## src/rtl/sync_fifo_param.sv

```systemverilog
// sync_fifo_param: single-clock FIFO with occupancy count, almost flags and sticky error flags.
// Define SYNC_FIFO_FWFT_EN for first-word-fall-through output; default is a registered 1-cycle-latency read.
module sync_fifo_param #(
    parameter int DATA_WIDTH = 8,
    parameter int DEPTH      = 16,
    parameter int AF_THRESH  = DEPTH - 2,
    parameter int AE_THRESH  = 2
) (
    input  logic                         clk,
    input  logic                         rst,
    input  logic                         wr_en,
    input  logic [DATA_WIDTH-1:0]        data_in,
    input  logic                         rd_en,
    input  logic                         clr_err,
    output logic [DATA_WIDTH-1:0]        data_out,
    output logic                         full,
    output logic                         empty,
    output logic                         almost_full,
    output logic                         almost_empty,
    output logic [$clog2(DEPTH+1)-1:0]   count,
    output logic                         overflow,
    output logic                         underflow
);
    localparam int AW = $clog2(DEPTH);
    localparam int CW = $clog2(DEPTH + 1);

    logic [DATA_WIDTH-1:0] r_mem [DEPTH];
    logic [AW-1:0]         r_wr_ptr, r_rd_ptr;
    logic [CW-1:0]         r_count;
    logic                  r_overflow, r_underflow;
    logic                  w_wr, w_rd;

    assign w_wr         = wr_en && !full;
    assign w_rd         = rd_en && !empty;
    assign count        = r_count;
    assign full         = r_count == CW'(DEPTH);
    assign empty        = r_count == '0;
    assign almost_full  = r_count >= CW'(AF_THRESH);
    assign almost_empty = r_count <= CW'(AE_THRESH);
    assign overflow     = r_overflow;
    assign underflow    = r_underflow;

    always_ff @(posedge clk)
        if (w_wr) r_mem[r_wr_ptr] <= data_in;

    // a new error event on the same edge as clr_err wins over the clear
    always_ff @(posedge clk or posedge rst)
        if (rst) begin
            r_wr_ptr    <= '0;
            r_rd_ptr    <= '0;
            r_count     <= '0;
            r_overflow  <= 1'b0;
            r_underflow <= 1'b0;
        end else begin
            if (w_wr) r_wr_ptr <= r_wr_ptr + AW'(1);
            if (w_rd) r_rd_ptr <= r_rd_ptr + AW'(1);
            if (w_wr != w_rd) r_count <= w_wr ? r_count + CW'(1) : r_count - CW'(1);
            r_overflow  <= (wr_en && full) || (r_overflow && !clr_err);
            r_underflow <= (rd_en && empty) || (r_underflow && !clr_err);
        end

`ifdef SYNC_FIFO_FWFT_EN
    assign data_out = empty ? '0 : r_mem[r_rd_ptr];
`else
    logic [DATA_WIDTH-1:0] r_data_out;

    always_ff @(posedge clk or posedge rst)
        if (rst) r_data_out <= '0;
        else if (w_rd) r_data_out <= r_mem[r_rd_ptr];

    assign data_out = r_data_out;
`endif
endmodule
```

## config.mk

```make
export PLATFORM = sky130hd
export DESIGN_NAME = sync_fifo_param
export DESIGN_NICKNAME = d
export VERILOG_FILES = /design/src/rtl/sync_fifo_param.sv
export SDC_FILE = /design/constraint.sdc
export NUM_CORES = 1
export LEC_CHECK = 0
export CAP_MARGIN = 25
export CORE_AREA = 4 4 177 162
export DETAILED_ROUTE_END_ITERATION = 6
export DIE_AREA = 0 0 181 166
export GPL_ROUTABILITY_DRIVEN = 1
export PLACE_DENSITY = 0.41
export SYNTH_ARGS = -nofsm -noshare
export SYNTH_HDL_FRONTEND = slang
export SYNTH_SLANG_ARGS = --single-unit
```

## constraint.sdc

```tcl
create_clock -name clk -period 4 [get_ports clk]
set_input_delay 0.8 -clock clk [delete_from_list [all_inputs] [get_ports clk]]
set_output_delay 0.8 -clock clk [all_outputs]
set_load 0.005 [all_outputs]
```

### After elaboration in Yosys (flattened, before gate mapping)

Memories as Yosys holds them, arrays and structs flattened. A register that Yosys moved wholly into a read port is not among the register bits.
Index checks and enable logic that the tools add are counted.

| word-level totals | value |
|---|---|
| bits in registers | 15 |
| logic and storage cells | 29 |
| memory bits (writable) | 128 |
| memories | 1 |

Memory list:

| memory | depth | width | rd ports | clocked after Yosys merged registers in | write ports | line | source |
|---|---|---|---|---|---|---|---|
| r_mem | 16 | 8 | 1 | 1 | 1 | 27 | `logic [DATA_WIDTH-1:0] r_mem [DEPTH];` |

| cells by class | value |
|---|---|
| add/sub/neg operators | 4 |
| mux-type cells | 3 |
| magnitude comparators | 2 |
| equal/unequal tests | 2 |
| reductions and logical operators | 12 |

Operator list:

| kind | number |
|---|---|
| $add 4x1->4 const B | 2 |
| $logic_and 1x1->1 | 6 |
| $add 5x1->5 const B | 1 |
| $eq 5x5->1 const B | 1 |
| $ge 5x4->1 const B | 1 |
| $le 5x2->1 const B | 1 |
| $logic_not 5->1 | 1 |
| $mux 5 | 1 |
| $sub 5x1->5 const B | 1 |
| $logic_not 1->1 | 3 |
| $logic_or 1x1->1 | 2 |
| $mux 1 | 2 |
| $ne 1x1->1 | 1 |

### Longest topological paths before layout

| depth | value |
|---|---|
| depth in word-level cells | 5 |
| mapped depth | 8 |
| gate-level depth less buffers | 8 |

### Least setup slack after synthesis

No wires, ideal clock.

| timing | value |
|---|---|
| path type | in2reg |
| from | in wr_en |
| to | reg r_count[4], in the netlist count[4] |
| setup slack | 1,521 ps |
| stages on the path | 7 |
| data arrival time | 2,408 ps |
| library setup time | 71 ps |
| path through | o21a_1 inv_1 fa_1 a21o_1 a21o_1 or4_1 nand4_1 |

| on the way | value |
|---|---|
| longest elaborated chain between the ends | 2 |
| elaborated cells between the ends (all ways) | 3 |
| those cells by class | 1 x eq/ne; 1 x mux; 1 x reduce/logical |

RTL lines:

| item | line | source |
|---|---|---|
| start: declaration | 11 | `input logic wr_en,` |
| $logic_and 1x1->1 * | 33 | `assign w_wr = wr_en && !full;` |
| $mux 5 or $ne 1x1->1 (tied branches) | 57 | `if (w_wr != w_rd) r_count <= w_wr ? r_count + CW'(1) : r_count - CW'(1);` |
| end signal: assignment | 57 |  |
| end: declaration | 29 | `logic [CW-1:0] r_count;` |

Mark *: on every way between the ends. The rest lies on a longest branch, timed or not.
A chain may end at the register's enable or synchronous reset.

### Worst setup path after layout

| timing | value |
|---|---|
| from | reg r_count[0], in the netlist count[0] |
| to | out empty |

| on the way | value |
|---|---|
| longest elaborated chain between the ends | 1 |

RTL lines:

| item | line | source |
|---|---|---|
| $logic_not 5->1 | 37 | `assign empty = r_count == '0;` |
| end: declaration | 17 | `output logic empty,` |

No other way between the ends.

==> flow_summary.json <==
{
  "fin_crit_sh_pct": 72.7,
  "initial_utilization_pct": 22.7,
  "synth_cell_types": 39,
  "hold_viol": 0,
  "whs_path_depth": 2,
  "peakVddDrop_mv": 0.262,
  "fmax_mhz": 344,
  "fin_skew_ps": 11.7,
  "tns_ps": 0,
  "dp_hpwl_mm": 8.81,
  "whs_ps": 515,
  "antenna_found_initial": 0,
  "syn_to_final_growth_pct": 22.5,
  "power_mw": 5.21,
  "fin_nets": 378,
  "grt.total_usage_pct": 9.48,
  "arrival_ps": 2110,
  "fin_crit_ps": 2910,
  "num_vias": 2985,
  "gr-total-overflow": 0,
  "cts.sinks": 151,
  "fp.dieW_um": 181,
  "cap_violations": 0,
  "wl_mm": 13.7,
  "ys_seq_area_share_pct": 72.6,
  "worstPathMaxFanout": 6,
  "grt_max_degree": 27,
  "worstRegToRegCells": 9,
  "cts_setup_buffers": 0,
  "numPortBuffers": 31,
  "layout-drive-gt1-share_pct": 20.9,
  "worst_pin_slew_ps": 913,
  "fillers": 2677,
  "status": "finished, final reports clean",
  "yosys.area.top_type": "edfxtp_1",
  "slowest_stage": "clkdlybuf4s50_1",
  "most-common-layout-cells": "128 x edfxtp_1, 32 x mux4_2, 31 x clkdlybuf4s50_1, 22 x dfrtp_1, 17 x clkbuf_16",
  "final_common_cell": "edfxtp_1",
  "die_y_um": 166,
  "ant_nets": 0,
  "gp_routability_congestion": 0.727,
  "setup_violations": 0,
  "cts_root_buf": "clkbuf_16",
  "endpoint_kind": "output pin",
  "num_antenna_cells": 0,
  "synth-edff-count": 128,
  "start_kind": "flop",
  "drc": 0,
  "cts_tree": "built",
  "max_slew_margin_pct": 39.1,
  "drt_pass1_iterations": 4,
  "cp_slowest_stage_delay_ps": 560,
  "yosysWarnings": 0,
  "synth_top_area_share_pct": 63.2,
  "clk_pin_slew_worst_paths_ps": 60,
  "worstPathRequired_ps": 3200,
  "dieArea_um2": 30000,
  "std_cell_rows": 57,
  "worstPathCellList": "or3_4 > nor3_1 > clkdlybuf4s50_1",
  "power.density_nw_per_um2": 700,
  "rsz0062_at_grt": "no",
  "clockBufferDepth": 2,
  "synthArstFlopShare_pct": 15.2,
  "synth_area_um2": 6080,
  "synth_seq_cells": 151,
  "cts_resized": 0,
  "htree_num_levels": 4,
  "synthTopCellsByArea": "edfxtp_1 63%, mux4_2 12%, dfrtp_1 9.5%",
  "grt_pass1_wl_mm": 21.1,
  "io_pins": 32,
  "synth_cells": 310,
  "hp-class": "reg -> reg",
  "p_leak_nw": 2.49,
  "grt_pass1_vias": 3296,
  "viasPerCell": 4.13,
  "syn-num-nets": 332,
  "criticalPathCategory": "reg -> out",
  "ys.flop_type": "edfxtp_1",
  "cts-buffers-inserted": 17,
  "core_region_area_um2": 26700,
  "avgSynthCellArea_um2": 19.6,
  "finalMaxSlewViolations": 0,
  "wl_per_cell_um": 18.9,
  "cts_hold_buf": 0,
  "clk_latency_ps": 420,
  "drt_iter0_markers": 236
}
==> power breakdown <==
group	internal, mW	switching, mW	total (mW)	leakage (nW)
sequential	1.95	0.322	2.28	1.43
clock	0.928	0.647	1.58	0.280
combinational	0.750	0.615	1.36	0.781
==> flip-flops by register name (all words and copies together) (netlist names) <==
signal     count
overflow       1
count          5
underflow      1
r_rd_ptr       4
data_out       8
r_mem        128
r_wr_ptr       4
==> stage by stage <==
stage / worst slack (ps) / std cells / utilization, % / area [um^2]
6_report: 1090 / 723 / 27.9 / 7450
5_1_grt: 989 / 723 / 27.9 / 7450
4_1_cts: 1060 / 723 / 27.9 / 7450
3_5_place_dp: 742 / 691 / 25.7 / 6870
3_3_place_gp: 780 / 690 / 25.6 / 6850
2_1_floorplan: 1520 / 310 / - / 6080
==> worst max-delay path: cells and delay by family (launching register included) <==
family | cells | cell delay, ps
buffers and inverters | 1 | 560
AND/OR/NAND/NOR | 2 | 670
flip-flops | 1 | 470
==> final cells by class <==
type                       instances  area [um^2]  area share, %
clock inverter                    13          145           1.95
sequential                       151         4420           59.3
clock buffer                      19          433           5.81
inverter                           6         22.5          0.302
timing repair buffer              42          413           5.54
multi-input combinational        138         1570           21.1
tap                              354          443           5.94
==> kinds of logic after synthesis <==
logic type,count (synthesis),share of synthesized area [%]
fa+ha+maj,9,1.97
flops,151,72.6
simple gates,47,4.32
xor+xnor,10,1.56
mux,50,14.9
compound gates,22,3.15
buf+inv,21,1.48
==> per-layer routing <==
layer | track usage (%) | part of all wire (%) | vias to the layer above
met5 | 0 | 0 | -
met4 | 3.33 | 1.5 | 0
li1 | - | - | 1354
met3 | 1.99 | 3.5 | 14
met2 | 15.3 | 49 | 46
met1 | 12.7 | 46 | 1571
==> cell usage after synthesis, drive strengths merged (5+ instances only) <==
| cell type | n |
|---|---|
| edfxtp | 128 |
| xnor2 | 8 |
| nor3b | 5 |
| clkbuf | 7 |
| o221ai | 7 |
| inv | 6 |
| mux2i | 15 |
| mux4 | 32 |
| ha | 8 |
| nand2 | 16 |
| and3 | 6 |
| dfrtp | 23 |
| buf | 8 |
==> path summary, 6_finish.rpt <==
path,slack [ps],end,start
max,1090,empty,count[0]
min,520,data_out[5],data_out[5]
max reg2reg,1220,count[4],count[0]
min reg2reg,520,data_out[5],data_out[5]
max in group asynchronous,2940,r_rd_ptr[0],rst
min in group asynchronous,640,count[3],rst
(Power assumes the default switching activity.)
